<file path="config.mk">
export PLATFORM = sky130hd
export DESIGN_NAME = conv_accumulator
export DESIGN_NICKNAME = d
export VERILOG_FILES = /design/src/rtl/conv_accumulator.sv
export SDC_FILE = /design/constraint.sdc
export NUM_CORES = 1
export LEC_CHECK = 0
export CORE_ASPECT_RATIO = 0.6
export CORE_UTILIZATION = 45
export DETAILED_ROUTE_END_ITERATION = 10
export PLACE_DENSITY = 0.75
export SETUP_SLACK_MARGIN = 0.3
export SYNTH_ARGS = -nofsm -noshare
export SYNTH_HDL_FRONTEND = slang
export SYNTH_SLANG_ARGS = --single-unit
export TNS_END_PERCENT = 20
</file>
<file path="constraint.sdc">
create_clock -name clk -period 3.92 [get_ports clk]
set_clock_uncertainty 0.1 [all_clocks]
set_input_delay 0.98 -clock clk [delete_from_list [all_inputs] [get_ports clk]]
set_output_delay 0.98 -clock clk [all_outputs]
set_load 0.005 [all_outputs]
</file>
<file path="src/rtl/conv_accumulator.sv">
// Sums (a + b) over groups of N_TERMS accepted beats into a signed ACC_W result.
// Latency: result registered 1 cycle after the last beat of a group is accepted.
// Backpressure: in_ready = !out_valid || out_ready; a held result stalls input.
module conv_accumulator #(
  parameter int DATA_W   = 8,   // signed operand width
  parameter int ACC_W    = 16,  // signed accumulator/result width, >= DATA_W+1
  parameter int N_TERMS  = 4,   // beats per group, >= 1
  parameter int SATURATE = 1    // 1: clamp on overflow, 0: wrap modulo 2^ACC_W
) (
  input  logic                     clk,
  input  logic                     rst_n,
  input  logic                     clr,
  input  logic                     in_valid,
  output logic                     in_ready,
  input  logic signed [DATA_W-1:0] a,
  input  logic signed [DATA_W-1:0] b,
  output logic                     out_valid,
  input  logic                     out_ready,
  output logic signed [ACC_W-1:0]  out_sum,
  output logic                     out_sat
);

  // Counter is at least one bit wide so N_TERMS=1 still elaborates cleanly.
  localparam int CNT_W = (N_TERMS > 1) ? $clog2(N_TERMS) : 1;
  // Working width: two guard bits above the accumulator so acc + p never wraps.
  localparam int WW    = ACC_W + 2;

  localparam logic [CNT_W-1:0] CNT_LAST = CNT_W'(N_TERMS - 1);
  localparam logic [CNT_W-1:0] CNT_ONE  = CNT_W'(1);

  localparam logic [0:0] ST_ACCUM = 1'b0;
  localparam logic [0:0] ST_LAST  = 1'b1;
  // A single-beat group makes every beat the last one.
  localparam logic [0:0] ST_INIT  = (N_TERMS == 1) ? ST_LAST : ST_ACCUM;

  localparam bit SAT_EN = (SATURATE != 0);

  // Clamp limits expressed directly in the accumulator width.
  localparam logic [ACC_W-1:0] ACC_MAX = {1'b0, {(ACC_W-1){1'b1}}};
  localparam logic [ACC_W-1:0] ACC_MIN = {1'b1, {(ACC_W-1){1'b0}}};

  // State and datapath registers.
  logic [ACC_W-1:0] acc_q,       acc_d;
  logic [CNT_W-1:0] cnt_q,       cnt_d;
  logic             flag_q,      flag_d;
  logic [0:0]       state_q,     state_d;
  logic             out_valid_q, out_valid_d;
  logic [ACC_W-1:0] out_sum_q,   out_sum_d;
  logic             out_sat_q,   out_sat_d;

  // Datapath intermediates.
  logic [DATA_W:0]  p_w;
  logic [WW-1:0]    p_ext;
  logic [WW-1:0]    acc_ext;
  logic [WW-1:0]    sum_w;
  logic [2:0]       sum_hi;
  logic             sum_fits;
  logic             clamp;
  logic [ACC_W-1:0] acc_next;
  logic             accept;
  logic             is_last;

  assign in_ready = !out_valid_q || out_ready;
  assign accept   = in_valid && in_ready && !clr;
  assign is_last  = (state_q == ST_LAST);

  assign out_valid = out_valid_q;
  assign out_sum   = out_sum_q;
  assign out_sat   = out_sat_q;

  // Beat sum at full DATA_W+1 precision, then sign-extend both addends to WW.
  always_comb begin
    p_w     = {a[DATA_W-1], a} + {b[DATA_W-1], b};
    p_ext   = {{(WW-DATA_W-1){p_w[DATA_W]}}, p_w};
    acc_ext = {{2{acc_q[ACC_W-1]}}, acc_q};
    sum_w   = acc_ext + p_ext;
  end

  // Overflow detection and clamp/wrap of the running sum.
  always_comb begin
    // The sum fits in ACC_W bits iff the three top bits are a pure sign extension.
    sum_hi   = sum_w[WW-1:ACC_W-1];
    sum_fits = (&sum_hi) || !(|sum_hi);
    clamp    = 1'b0;
    acc_next = sum_w[ACC_W-1:0];
    if (SAT_EN && !sum_fits) begin
      clamp    = 1'b1;
      acc_next = sum_w[WW-1] ? ACC_MIN : ACC_MAX;
    end
  end

  // Next-state: clr wins over everything, then group completion, then output drain.
  always_comb begin
    acc_d       = acc_q;
    cnt_d       = cnt_q;
    flag_d      = flag_q;
    state_d     = state_q;
    out_valid_d = out_valid_q;
    out_sum_d   = out_sum_q;
    out_sat_d   = out_sat_q;

    if (clr) begin
      acc_d       = '0;
      cnt_d       = '0;
      flag_d      = 1'b0;
      state_d     = ST_INIT;
      out_valid_d = 1'b0;
    end else begin
      if (out_valid_q && out_ready) begin
        out_valid_d = 1'b0;
      end
      if (accept) begin
        if (is_last) begin
          // Group done: publish the result (including this beat's clamp) and restart.
          out_sum_d   = acc_next;
          out_sat_d   = flag_q || clamp;
          out_valid_d = 1'b1;
          acc_d       = '0;
          cnt_d       = '0;
          flag_d      = 1'b0;
          state_d     = ST_INIT;
        end else begin
          acc_d   = acc_next;
          cnt_d   = cnt_q + CNT_ONE;
          flag_d  = flag_q || clamp;
          state_d = ((cnt_q + CNT_ONE) == CNT_LAST) ? ST_LAST : ST_ACCUM;
        end
      end
    end
  end

  // Register update with asynchronous reset of all state.
  always_ff @(posedge clk or negedge rst_n) begin
    if (!rst_n) begin
      acc_q       <= '0;
      cnt_q       <= '0;
      flag_q      <= 1'b0;
      state_q     <= ST_INIT;
      out_valid_q <= 1'b0;
      out_sum_q   <= '0;
      out_sat_q   <= 1'b0;
    end else begin
      acc_q       <= acc_d;
      cnt_q       <= cnt_d;
      flag_q      <= flag_d;
      state_q     <= state_d;
      out_valid_q <= out_valid_d;
      out_sum_q   <= out_sum_d;
      out_sat_q   <= out_sat_d;
    end
  end

endmodule

</file>
==> impl_metrics.tcl <==
set metrics [dict create \
    final-hold-violation-count 0 \
    crit_end "out_sum[3]$_DFFE_PN0P_" \
    antenna_found_initial 0 \
    syn_nets 344 \
    ir_drop_mv 0.393 \
    crit_path_frequent_cell "buf_12" \
    p_total_mw 3.85 \
    overflow 0 \
    tns_ns 0 \
    period_share_pct 95.6 \
    first_iter_violations 228 \
    drc 0 \
    dpl.hpwl_mm 5.95 \
    num_rows 21 \
    final-setup-viol-count 0 \
    timing.critical_path.from "b[7]" \
    cp-start-kind "primary input" \
    tightest_slew_ns 0.881 \
    viasPerCell 5.39 \
    period_minus_slack_ns 3.75 \
    reg2reg_depth 11 \
    track_usage_pct 27.1 \
    start_util_pct 47.8 \
    synth_area_leaders "dfrtp_1 35%, fa_1 12%, ha_1 7.3%" \
    cts_hold_buf 0 \
    yosys_register_bits 38 \
    syn2layout_area_growth_pct 51.6 \
    rrSetupSlack_ns 0.70 \
    die_y_um 62.4 \
    crit_fanout 5 \
    slew_headroom_pct 41.3 \
    dieArea_um2 6420 \
    fmax_ghz 0.267 \
    wirelength_mm 8.26 \
    cp-end-kind "register" \
    ys_warn_count 0 \
    yosysTopAreaCell "dfrtp_1" \
    hp-class "register to register" \
    leakage_nw 1.81 \
    path_depth 13 \
    antenna_cells 0 \
    slowest_stage "fa_1" \
    power.density_nw_per_um2 928 \
    drt_first_pass_iters 4 \
    critPathTopFamily "adder cells" \
    nFillCells 422 \
    crit_type "primary input to register" \
    clk-insertion-delay-late_ns 0.29 \
    pin_count 40 \
    worst-path-buf-inv 4 \
    critical_path_required_ns 3.96 \
    root_buffer "clkbuf_8" \
    slew_viol_final 0 \
    synth_top_cell_area_share_pct 34.7 \
    seq_area_um2 951 \
    seq_area_frac_synth_pct 34.7 \
    core_area_um2 5730 \
    ant_nets 0 \
    layout.nets 442 \
    htreeDepth 2 \
    async_flop_share_pct 100 \
    grt_pass1_vias 2582 \
    worstReg2RegStart "acc_q[10]$_DFFE_PN0P_" \
    yosysUniqueCellTypes 48 \
    tritoncts "done" \
    wire_per_inst_um 17.6 \
    cts.clk_slew.worst_paths_ns 0.08 \
    synth_area_per_cell_um2 9.45 \
    vias 2528 \
    rr_endpoint "out_sum[3]$_DFFE_PN0P_" \
    cts_buffer_depth 2 \
    gp_congestion 0.851 \
    grt_pass1_wl_mm 13.1 \
    grt_setup_unrepaired "yes" \
    die_x_um 103 \
    cts_buffers 5 \
    drv_cap 0 \
    cp.arrival_ns 3.79 \
    status "completed" \
    port_buffers 39 \
    syn_area_um2 2740 \
    final_core_util_pct 72.5 \
    grt_max_degree 39 \
    multi_input_area_um2 1980 \
    path_cells "buf_12 -> buf_12 -> fa_1 -> ha_4 -> nand4_1 -> or3_4 -> a21o_1 -> a211oi_4 -> buf_6 -> nor3_4 -> buf_4 -> o21ai_2 -> o21ai_0" \
    synth_ff_type "dfrtp_1" \
    cts.sinks 38 \
    max_stage_delay_ns 0.52 \
    syn-instance-count 290 \
    drive_above_1_share_pct 32.6 \
    synth_edf_count 0 \
]
[state kept, by name, indices dropped and copies added (netlist names)]
register,count
is_last,1
out_valid,1
out_sum,16
acc_q,16
out_sat,1
cnt_q,2
flag_q,1
[cells in the mapped netlist (all sizes together) (5+ instances only)]
master,number
a21o,5
clkbuf,7
fa,17
xnor2,8
a211oi,6
ha,16
o211ai,6
nor3,5
a21oi,26
dfrtp,38
inv,14
o21ai,37
nor2,20
nand2,42
[worst reg2reg max path: stages (launching register included)]
cell and delay (ns):
dfrtp_1 0.43, fa_1 0.50, ha_4 0.31, nand4_1 0.14, or3_4 0.41, a21o_1 0.20, a211oi_4 0.31, buf_6 0.16
nor3_4 0.05, buf_4 0.15, o21ai_2 0.20, o21ai_0 0.11
[worst min-delay path by stage]
| stage | start | endpoint | cells past startpoint |
|---|---|---|---|
| after floorplan | acc_q[15]$_DFFE_PN0P_ | acc_q[15]$_DFFE_PN0P_ | 2 |
| after global placement | cnt_q[1]$_DFFE_PN0P_ | cnt_q[1]$_DFFE_PN0P_ | 2 |
| after detailed placement | out_sum[13]$_DFFE_PN0P_ | out_sum[13]$_DFFE_PN0P_ | 2 |
| after CTS | out_sum[13]$_DFFE_PN0P_ | out_sum[13]$_DFFE_PN0P_ | 2 |
| after global routing | out_sum[13]$_DFFE_PN0P_ | out_sum[13]$_DFFE_PN0P_ | 2 |
| final | acc_q[15]$_DFFE_PN0P_ | acc_q[15]$_DFFE_PN0P_ | 2 |
[kinds of logic after synthesis]
family / share of synthesized area, %
xor+xnor: 3.52
flops: 34.7
fa+ha+maj: 19.7
mux: 0.548
buf+inv: 4.02
simple gates: 14.5
compound gates: 23.0
[per-layer routing]
layer	up-vias	track usage (%)	wire length (µm)
li1	1213	-	-
met1	1229	40.2	3950
met2	79	41.3	3770
met3	7	6.38	478
met4	0	3.70	63
met5	-	0	0
[repair_timing]
action / CTS / global route
setup endpoints to repair: 34 / 32
cloned: 1 / 0
resized for setup: 77 / 16
pin swaps: 38 / 7
buffers inserted: 7 / 5
[area by class of cell]
cell class                 count  share of cell area, %
clock inverter                 2                   1.45
timing repair buffer         102                   22.4
sequential                    38                   22.9
tap                           80                   2.41
clock buffer                   6                   1.99
inverter                      14                   1.27
multi-input combinational    227                   47.6
[per-stage QoR]
step / cell area, µm² / setup WS, ns / hold slack (ns) / cells
after floorplan: 2760 / 0.264 / 0.350 / 290
after CTS: 4040 / 0.222 / 0.404 / 464
final: 4150 / 0.172 / 0.398 / 469
after global routing: 4150 / 0.0989 / 0.421 / 469
after global placement: 3570 / -0.696 / 0.369 / 448
after detailed placement: 3570 / -0.749 / 0.378 / 448
[layout by cell type, fill, tap and decap left out, types with 3 or more instances in the layout]
cell type        Yosys  final
o21ai_0             31     20
fa_2                 0      3
dfrtp_1             38     38
nor2_1              19     19
or3_1                4      3
buf_12               0      3
nand2b_1             3      3
inv_1               14     10
o211ai_1             6      6
fa_1                17     14
xor2_1               3      3
a211oi_4             1      3
xnor2_1              8      8
o21ai_1              5     12
a21oi_1             19     15
nor3_1               4      3
clkdlybuf4s50_1      0     22
a21oi_2              7     11
nand2_1             41     41
o21a_1               4      4
buf_6                1      7
inv_2                0      4
buf_4                2     53
ha_4                 0     12
a21o_1               5      4
o21ai_2              1      3
ha_1                16      4
clkbuf_8             0      6
dlygate4sd2_1        0     12
[power breakdown]
part | internal (mW) | leakage (nW) | switching [mW]
clock network | 0.272 | 0.0714 | 0.146
registers | 0.519 | 0.505 | 0.0921
logic | 1.42 | 1.24 | 1.40
Power figures use the tool's default switching activity.
